===== config.mk =====
export PLATFORM = sky130hd
export DESIGN_NAME = xbar_bank_arb_flat
export DESIGN_NICKNAME = d
export VERILOG_FILES = /design/src/rtl/xbar_bank_arb_if.sv /design/src/rtl/xbar_bank_arb.sv /design/src/flat_wrapper.sv
export SDC_FILE = /design/constraint.sdc
export NUM_CORES = 1
export LEC_CHECK = 0
export CAP_MARGIN = 15
export CORE_ASPECT_RATIO = 2
export CORE_UTILIZATION = 40
export CTS_BUF_LIST = sky130_fd_sc_hd__clkbuf_16
export DETAILED_ROUTE_END_ITERATION = 12
export PLACE_DENSITY = 0.88
export SYNTH_ARGS = -nofsm -noshare
export SYNTH_HDL_FRONTEND = slang
export SYNTH_SLANG_ARGS = --single-unit

===== constraint.sdc =====
create_clock -name clk_i -period 3 [get_ports clk_i]
set_input_delay 0.3 -clock clk_i [delete_from_list [all_inputs] [get_ports clk_i]]
set_output_delay 0.3 -clock clk_i [all_outputs]
set_load 0.02 [all_outputs]

===== src/rtl/xbar_bank_arb_if.sv =====
// rtl/xbar_bank_arb_if.sv - channel request and bank HTU bus bundle for xbar_bank_arb
interface xbar_bank_arb_if;
    logic [3:0]   ch_valid_i;
    logic [3:0]   ch_ready_o;
    logic [7:0]   ch_opcode_i;
    logic [111:0] ch_addr_i;
    logic [31:0]  ch_wbuffer_id_i;
    logic         xbar_bank_htu_valid_o;
    logic         xbar_bank_htu_ready_i;
    logic [1:0]   xbar_bank_htu_ch_id_o;
    logic [1:0]   xbar_bank_htu_opcode_o;
    logic [27:0]  xbar_bank_htu_addr_o;
    logic [7:0]   xbar_bank_htu_wbuffer_id_o;
    logic [15:0]  gnt_cnt_o;

    // Arbiter side.
    modport slave (
        input  ch_valid_i, ch_opcode_i, ch_addr_i, ch_wbuffer_id_i, xbar_bank_htu_ready_i,
        output ch_ready_o, xbar_bank_htu_valid_o, xbar_bank_htu_ch_id_o,
               xbar_bank_htu_opcode_o, xbar_bank_htu_addr_o, xbar_bank_htu_wbuffer_id_o,
               gnt_cnt_o
    );

    // Requester / HTU side.
    modport master (
        output ch_valid_i, ch_opcode_i, ch_addr_i, ch_wbuffer_id_i, xbar_bank_htu_ready_i,
        input  ch_ready_o, xbar_bank_htu_valid_o, xbar_bank_htu_ch_id_o,
               xbar_bank_htu_opcode_o, xbar_bank_htu_addr_o, xbar_bank_htu_wbuffer_id_o,
               gnt_cnt_o
    );
endinterface


===== src/rtl/xbar_bank_arb.sv =====
// rtl/xbar_bank_arb.sv - 4-channel round-robin arbiter feeding one bank HTU through a single register slot
module xbar_bank_arb #(
    parameter logic [1:0] BANK_ID = 2'd0
) (
    input  logic           clk_i,
    input  logic           rst_i,
    xbar_bank_arb_if.slave bus
);
    logic [3:0]  w_elig;
    logic        w_any;
    logic [1:0]  w_winner;
    logic [1:0]  w_idx;
    logic        w_slot_free;
    logic        w_load;
    logic [3:0]  w_ready;

    logic        r_valid;
    logic [1:0]  r_ch_id;
    logic [1:0]  r_opcode;
    logic [27:0] r_addr;
    logic [7:0]  r_wbuf;
    logic [1:0]  r_rr_ptr;
    logic [15:0] r_gnt_cnt;

    // addr[5:4] sits in the two LSBs of each packed addr[31:4] field.
    always_comb begin
        for (int i = 0; i < 4; i++) begin
            w_elig[i] = bus.ch_valid_i[i] && (bus.ch_addr_i[i*28 +: 2] == BANK_ID);
        end
    end

    always_comb begin
        w_winner = r_rr_ptr;
        w_any    = 1'b0;
        w_idx    = r_rr_ptr;
        for (int k = 0; k < 4; k++) begin
            w_idx = r_rr_ptr + 2'(k);
            if (!w_any && w_elig[w_idx]) begin
                w_winner = w_idx;
                w_any    = 1'b1;
            end
        end
    end

    // rst_i gates load so no channel is readied while reset is held.
    assign w_slot_free = !r_valid || bus.xbar_bank_htu_ready_i;
    assign w_load      = w_any && w_slot_free && rst_i;

    always_comb begin
        w_ready = 4'b0000;
        if (w_load) begin
            w_ready[w_winner] = 1'b1;
        end
    end

    always_ff @(posedge clk_i or negedge rst_i) begin
        if (!rst_i) begin
            r_valid   <= 1'b0;
            r_ch_id   <= 2'd0;
            r_opcode  <= 2'd0;
            r_addr    <= 28'd0;
            r_wbuf    <= 8'd0;
            r_rr_ptr  <= 2'd0;
            r_gnt_cnt <= 16'd0;
        end else if (w_load) begin
            r_valid   <= 1'b1;
            r_ch_id   <= w_winner;
            r_opcode  <= bus.ch_opcode_i[w_winner*2 +: 2];
            r_addr    <= bus.ch_addr_i[w_winner*28 +: 28];
            r_wbuf    <= bus.ch_wbuffer_id_i[w_winner*8 +: 8];
            r_rr_ptr  <= w_winner + 2'd1;
            r_gnt_cnt <= r_gnt_cnt + 16'd1;
        end else if (bus.xbar_bank_htu_ready_i) begin
            r_valid   <= 1'b0;
        end
    end

    assign bus.ch_ready_o                 = w_ready;
    assign bus.xbar_bank_htu_valid_o      = r_valid;
    assign bus.xbar_bank_htu_ch_id_o      = r_ch_id;
    assign bus.xbar_bank_htu_opcode_o     = r_opcode;
    assign bus.xbar_bank_htu_addr_o       = r_addr;
    assign bus.xbar_bank_htu_wbuffer_id_o = r_wbuf;
    assign bus.gnt_cnt_o                  = r_gnt_cnt;
endmodule


===== src/flat_wrapper.sv =====
// flat-port wrapper written by rule: the top's interface ports become plain ports
module xbar_bank_arb_flat 
#(
    parameter logic [1:0] BANK_ID = 2'd0
)
  (clk_i, rst_i, bus_ch_valid_i, bus_ch_opcode_i, bus_ch_addr_i, bus_ch_wbuffer_id_i, bus_xbar_bank_htu_ready_i, bus_ch_ready_o, bus_xbar_bank_htu_valid_o, bus_xbar_bank_htu_ch_id_o, bus_xbar_bank_htu_opcode_o, bus_xbar_bank_htu_addr_o, bus_xbar_bank_htu_wbuffer_id_o, bus_gnt_cnt_o);
  xbar_bank_arb_if bus_i ();
  input  logic clk_i;
  input  logic rst_i;
  input wire logic [$bits(bus_i.ch_valid_i)-1:0] bus_ch_valid_i;
  input wire logic [$bits(bus_i.ch_opcode_i)-1:0] bus_ch_opcode_i;
  input wire logic [$bits(bus_i.ch_addr_i)-1:0] bus_ch_addr_i;
  input wire logic [$bits(bus_i.ch_wbuffer_id_i)-1:0] bus_ch_wbuffer_id_i;
  input wire logic [$bits(bus_i.xbar_bank_htu_ready_i)-1:0] bus_xbar_bank_htu_ready_i;
  output wire logic [$bits(bus_i.ch_ready_o)-1:0] bus_ch_ready_o;
  output wire logic [$bits(bus_i.xbar_bank_htu_valid_o)-1:0] bus_xbar_bank_htu_valid_o;
  output wire logic [$bits(bus_i.xbar_bank_htu_ch_id_o)-1:0] bus_xbar_bank_htu_ch_id_o;
  output wire logic [$bits(bus_i.xbar_bank_htu_opcode_o)-1:0] bus_xbar_bank_htu_opcode_o;
  output wire logic [$bits(bus_i.xbar_bank_htu_addr_o)-1:0] bus_xbar_bank_htu_addr_o;
  output wire logic [$bits(bus_i.xbar_bank_htu_wbuffer_id_o)-1:0] bus_xbar_bank_htu_wbuffer_id_o;
  output wire logic [$bits(bus_i.gnt_cnt_o)-1:0] bus_gnt_cnt_o;
  assign bus_i.ch_valid_i = bus_ch_valid_i;
  assign bus_i.ch_opcode_i = bus_ch_opcode_i;
  assign bus_i.ch_addr_i = bus_ch_addr_i;
  assign bus_i.ch_wbuffer_id_i = bus_ch_wbuffer_id_i;
  assign bus_i.xbar_bank_htu_ready_i = bus_xbar_bank_htu_ready_i;
  assign bus_ch_ready_o = bus_i.ch_ready_o;
  assign bus_xbar_bank_htu_valid_o = bus_i.xbar_bank_htu_valid_o;
  assign bus_xbar_bank_htu_ch_id_o = bus_i.xbar_bank_htu_ch_id_o;
  assign bus_xbar_bank_htu_opcode_o = bus_i.xbar_bank_htu_opcode_o;
  assign bus_xbar_bank_htu_addr_o = bus_i.xbar_bank_htu_addr_o;
  assign bus_xbar_bank_htu_wbuffer_id_o = bus_i.xbar_bank_htu_wbuffer_id_o;
  assign bus_gnt_cnt_o = bus_i.gnt_cnt_o;
  xbar_bank_arb #(.BANK_ID(BANK_ID)) u_core (.clk_i(clk_i), .rst_i(rst_i), .bus(bus_i));
endmodule

==> results.txt <==
The nature of the critical path endpoint is an output pin. The floorplan step set the die width to 69.2 µm. For the final wirelength, the log shows 11600 µm.

Reg-to-reg startpoint: u_core.r_rr_ptr[1]. The number of vias per cell after detailed routing works out to 5.44. The critical path goes through clkdlybuf4s50_1 -> nor3b_4 -> a2bb2oi_1 -> o221ai_4 -> nand2b_1 -> nor2_1 -> clkdlybuf4s50_1. The post-detailed-route wirelength per cell was 18.2 µm; the clock-pin slew reported for the worst setup and hold paths after clock tree synthesis was 0.05 ns. Hold-fix buffer count after cts: 0. The worst setup path is of the input pin to output pin kind. The run gives 4 as the detailed-routing iteration count for the pre-antenna-repair pass. For the number of antenna violations at the first check in global routing, the log shows 0. Synthesis produced a netlist with a net count of 469.

At the worst endpoint, the arrival time is 2.57 ns. The logs give 0 for the number of failing setup endpoints in the final timing report and 6160 µm² for the final instance area. The slowest stage of the critical path belongs to the cell clkdlybuf4s50_1.

The final hold violation count is 0. The cell area that synthesis handed to floorplanning was 3610 µm². The Yosys step of the flow raised 0 warnings. At the worst endpoint, the required time is 2.70 ns. On the critical path the largest part of the delay comes from buffers and inverters.

The power density over the cells works out to 737 nW/µm². Once the floorplan was initialized, standard cells occupied 41.5% of the core. Counting the buffers created by CTS gives 9. CTS placed an instance of clkbuf_16 at the clock tree root.

Counting stages on the worst path, the most repeated cell is clkdlybuf4s50_1. For the max-cap violation count, the log shows 0. Entering global routing, the biggest net connects 60 pins. In this design, the stage delay of the slowest critical-path cell is 0.61 ns. The tools report the worst-skew pair later-pin latency as 0.32 ns. After synthesis the netlist holds a flip-flop and latch count of 59. Relative to the synthesized area, the layout overhead comes to 70.4%. The detailed router placed 3452 vias in this run. The number of max-slew violations in the final report was 0; the number of placement rows was 48.

The number of antenna cells inserted came out at 0. The path class of the lowest-slack min-delay path was input pin to asynchronous set/reset pin. The share of the yosys chip area belonging to registers was 40.8%; the largest fanout on the critical path was 6. Measured along the y axis, the die boundary spans 136 µm.

Input and output buffers added on the ports amount to 219. In the routed design, unresolved DRC markers number 0. The floorplan step defined a die boundary enclosing 9440 µm².

Synthesis instantiated 40 different standard cells from the library. The synthesized design contains 0 enable-type register cells. The run finished with clean final reports. The area inside the core boundary is 8710 µm², and the highest achievable clock rate is 348 MHz.

Final cell utilization of the core: 70.7%. The tools report the leakage component of the power as 2.64 nW. The final critical delay including setup and external delays was 2.87 ns. On the final layout, the worst clock skew is 0.00363 ns. The worst pin sits at a relative slew slack of 50.3%.

The logs give 4.54 mW for the total power of the final layout and 5900 µm² for the placement-stage cell area. The final critical-path share of the clock period came out at 95.7%. The clock tree synthesis step divided the H-tree into 3 levels. Summed over all failing endpoints, the final setup total negative slack is 0 ns. Each instance of the synthesized netlist takes up on average 11.7 µm².

Tracing the worst setup path back leads to its startpoint at bus_ch_addr_i[28]. The clock drives 59 sinks. After synthesis, the share of flip-flops with an asynchronous set or reset is 100%.

The tools report the iteration-0 DRC count of the detailed router as 189. In this run the count of I/O pins placed on the die edge is 220. Post-CTS timing repair inserted 0 buffers for setup. In this run the deepest clock path goes through 2 buffers. For this run, the post-layout net count is 691. At the end of routability-driven placement, the weighted congestion stood at 0.843.

Global routing used 25.2% of the available tracks. The critical path contains buffers and inverters numbering 2 combined. TritonCTS built the clock tree. The tools report the via count of the first global-routing pass as 3737. For the peak supply drop, the log shows 0.475 mV. At the pin with the least slew margin, the transition time is 0.746 ns. The worst setup path is launched from an input pin.

Setup repair after global routing left no endpoint under its margin. In the final layout, the share of cells above drive strength 1 is 12.0%. The most used flip-flop cell after synthesis is dfrtp_1.

The first global-routing pass estimated 18400 µm of wire. Global routing finished with a remaining overflow of 0. Synthesis produced a netlist whose cell count is 309. The count of nets left with antenna violations once routing finished came out at 0.

After legalization and detailed placement, the total HPWL measured 9190 µm.
## state kept, by name, summed over array words and instances, names as in the netlist
register                               count
u_core.bus.gnt_cnt_o                      16
u_core.bus.xbar_bank_htu_wbuffer_id_o      8
u_core.r_rr_ptr                            2
u_core.bus.xbar_bank_htu_addr_o           28
u_core.bus.xbar_bank_htu_valid_o           1
u_core.bus.xbar_bank_htu_opcode_o          2
u_core.bus.xbar_bank_htu_ch_id_o           2
## synth_stat cells, types with 2 or more instances
library cell,count,area (µm²)
o221ai_1,6,52.6
and3_1,4,25.0
inv_1,2,7.51
clkbuf_1,3,11.3
nor3b_1,2,15.0
dfrtp_1,59,1480
buf_2,8,40.0
xnor2_1,9,78.8
and4_1,2,17.5
nand2_1,52,195
mux2i_1,72,721
buf_12,5,100
and2_1,2,12.5
o41ai_2,2,32.5
or3b_1,2,17.5
buf_4,3,22.5
nor3b_2,2,25.0
nand3_1,4,20.0
nor2_1,5,18.8
nand4_1,3,18.8
nor3_1,5,25.0
nand2b_1,3,18.8
o221ai_2,31,465
xor2_1,7,61.3
## layout make-up
class | instances | area, µm²
Tap cell | 100 | 125
Fill cell | 646 | 2550
Inverter | 2 | 7.51
Sequential cell | 59 | 1480
Clock buffer | 9 | 225
Clock inverter | 6 | 26.3
Multi-Input combinational cell | 229 | 1980
Timing Repair Buffer | 230 | 2320
## placed cells by master (no fill, tap or decap), types with 2 or more instances in the layout
| master | netlist | final |
|---|---|---|
| o221ai_2 | 31 | 30 |
| xnor2_1 | 9 | 9 |
| and4_1 | 2 | 2 |
| nand3_1 | 4 | 4 |
| nor2_1 | 5 | 5 |
| dfrtp_1 | 59 | 59 |
| clkdlybuf4s50_1 | 0 | 218 |
| o221ai_1 | 6 | 6 |
| and2_1 | 2 | 2 |
| clkinv_2 | 0 | 3 |
| or3b_1 | 2 | 2 |
| nand2_2 | 1 | 2 |
| clkbuf_16 | 0 | 9 |
| buf_12 | 5 | 4 |
| nor3b_1 | 2 | 2 |
| xor2_1 | 7 | 7 |
| mux2i_1 | 72 | 72 |
| nor3_1 | 5 | 5 |
| nand2b_1 | 3 | 2 |
| o41ai_2 | 2 | 2 |
| and3_1 | 4 | 4 |
| inv_1 | 2 | 4 |
| nand2_1 | 52 | 51 |
| buf_4 | 3 | 7 |
| nand4_1 | 3 | 3 |
## power breakdown
part	internal, mW	switching [mW]
registers	1.09	0.213
clock network	0.539	0.336
logic	1.20	1.16
total	2.84	1.71
## stage by stage
step                      hold slack [ns]  std cells  setup WS [ns]
after floorplan                   0.00441        309          0.877
after global placement              0.461        620          0.200
after detailed placement            0.473        620         0.0788
after CTS                           0.196        635         0.0746
after global routing                0.246        635         0.0406
final                               0.168        635          0.129
## kinds of logic after synthesis
group	share of synthesized area, %
flip-flops	40.8
adder cells (fa/ha/maj)	0.346
XOR/XNOR	3.88
buffers and inverters	5.02
AND/OR/NAND/NOR	13.2
multiplexers	19.9
AO/OA/AOI/OAI	16.8
## final timing paths
path	to	slack (ns)	cells past startpoint
worst max-delay path	bus_ch_ready_o[1]	0.13	7
worst min-delay path	u_core.bus.gnt_cnt_o[15]	0.17	2
worst max register to register	u_core.bus.xbar_bank_htu_addr_o[4]	0.62	6
worst min register to register	u_core.bus.xbar_bank_htu_ch_id_o[0]	0.48	2
max in group asynchronous	u_core.bus.xbar_bank_htu_addr_o[9]	2.34	2
min in group clk_i	u_core.bus.xbar_bank_htu_valid_o	0.33	3
## metal layers
metal  GRT usage [%]  up-vias  part of all wire, %
met5               0        -                    0
met2            49.7      145                   58
li1                -     1607                    -
met4            14.5        0                  3.7
met3            4.45       29                  4.8
met1            23.6     1671                   34
## repair_timing
item                                    CTS  global route
endpoints found under the setup margin    0             1
resized for setup                         0             1
hold endpoints to repair                  0             0
Power figures use the tool's default switching activity.
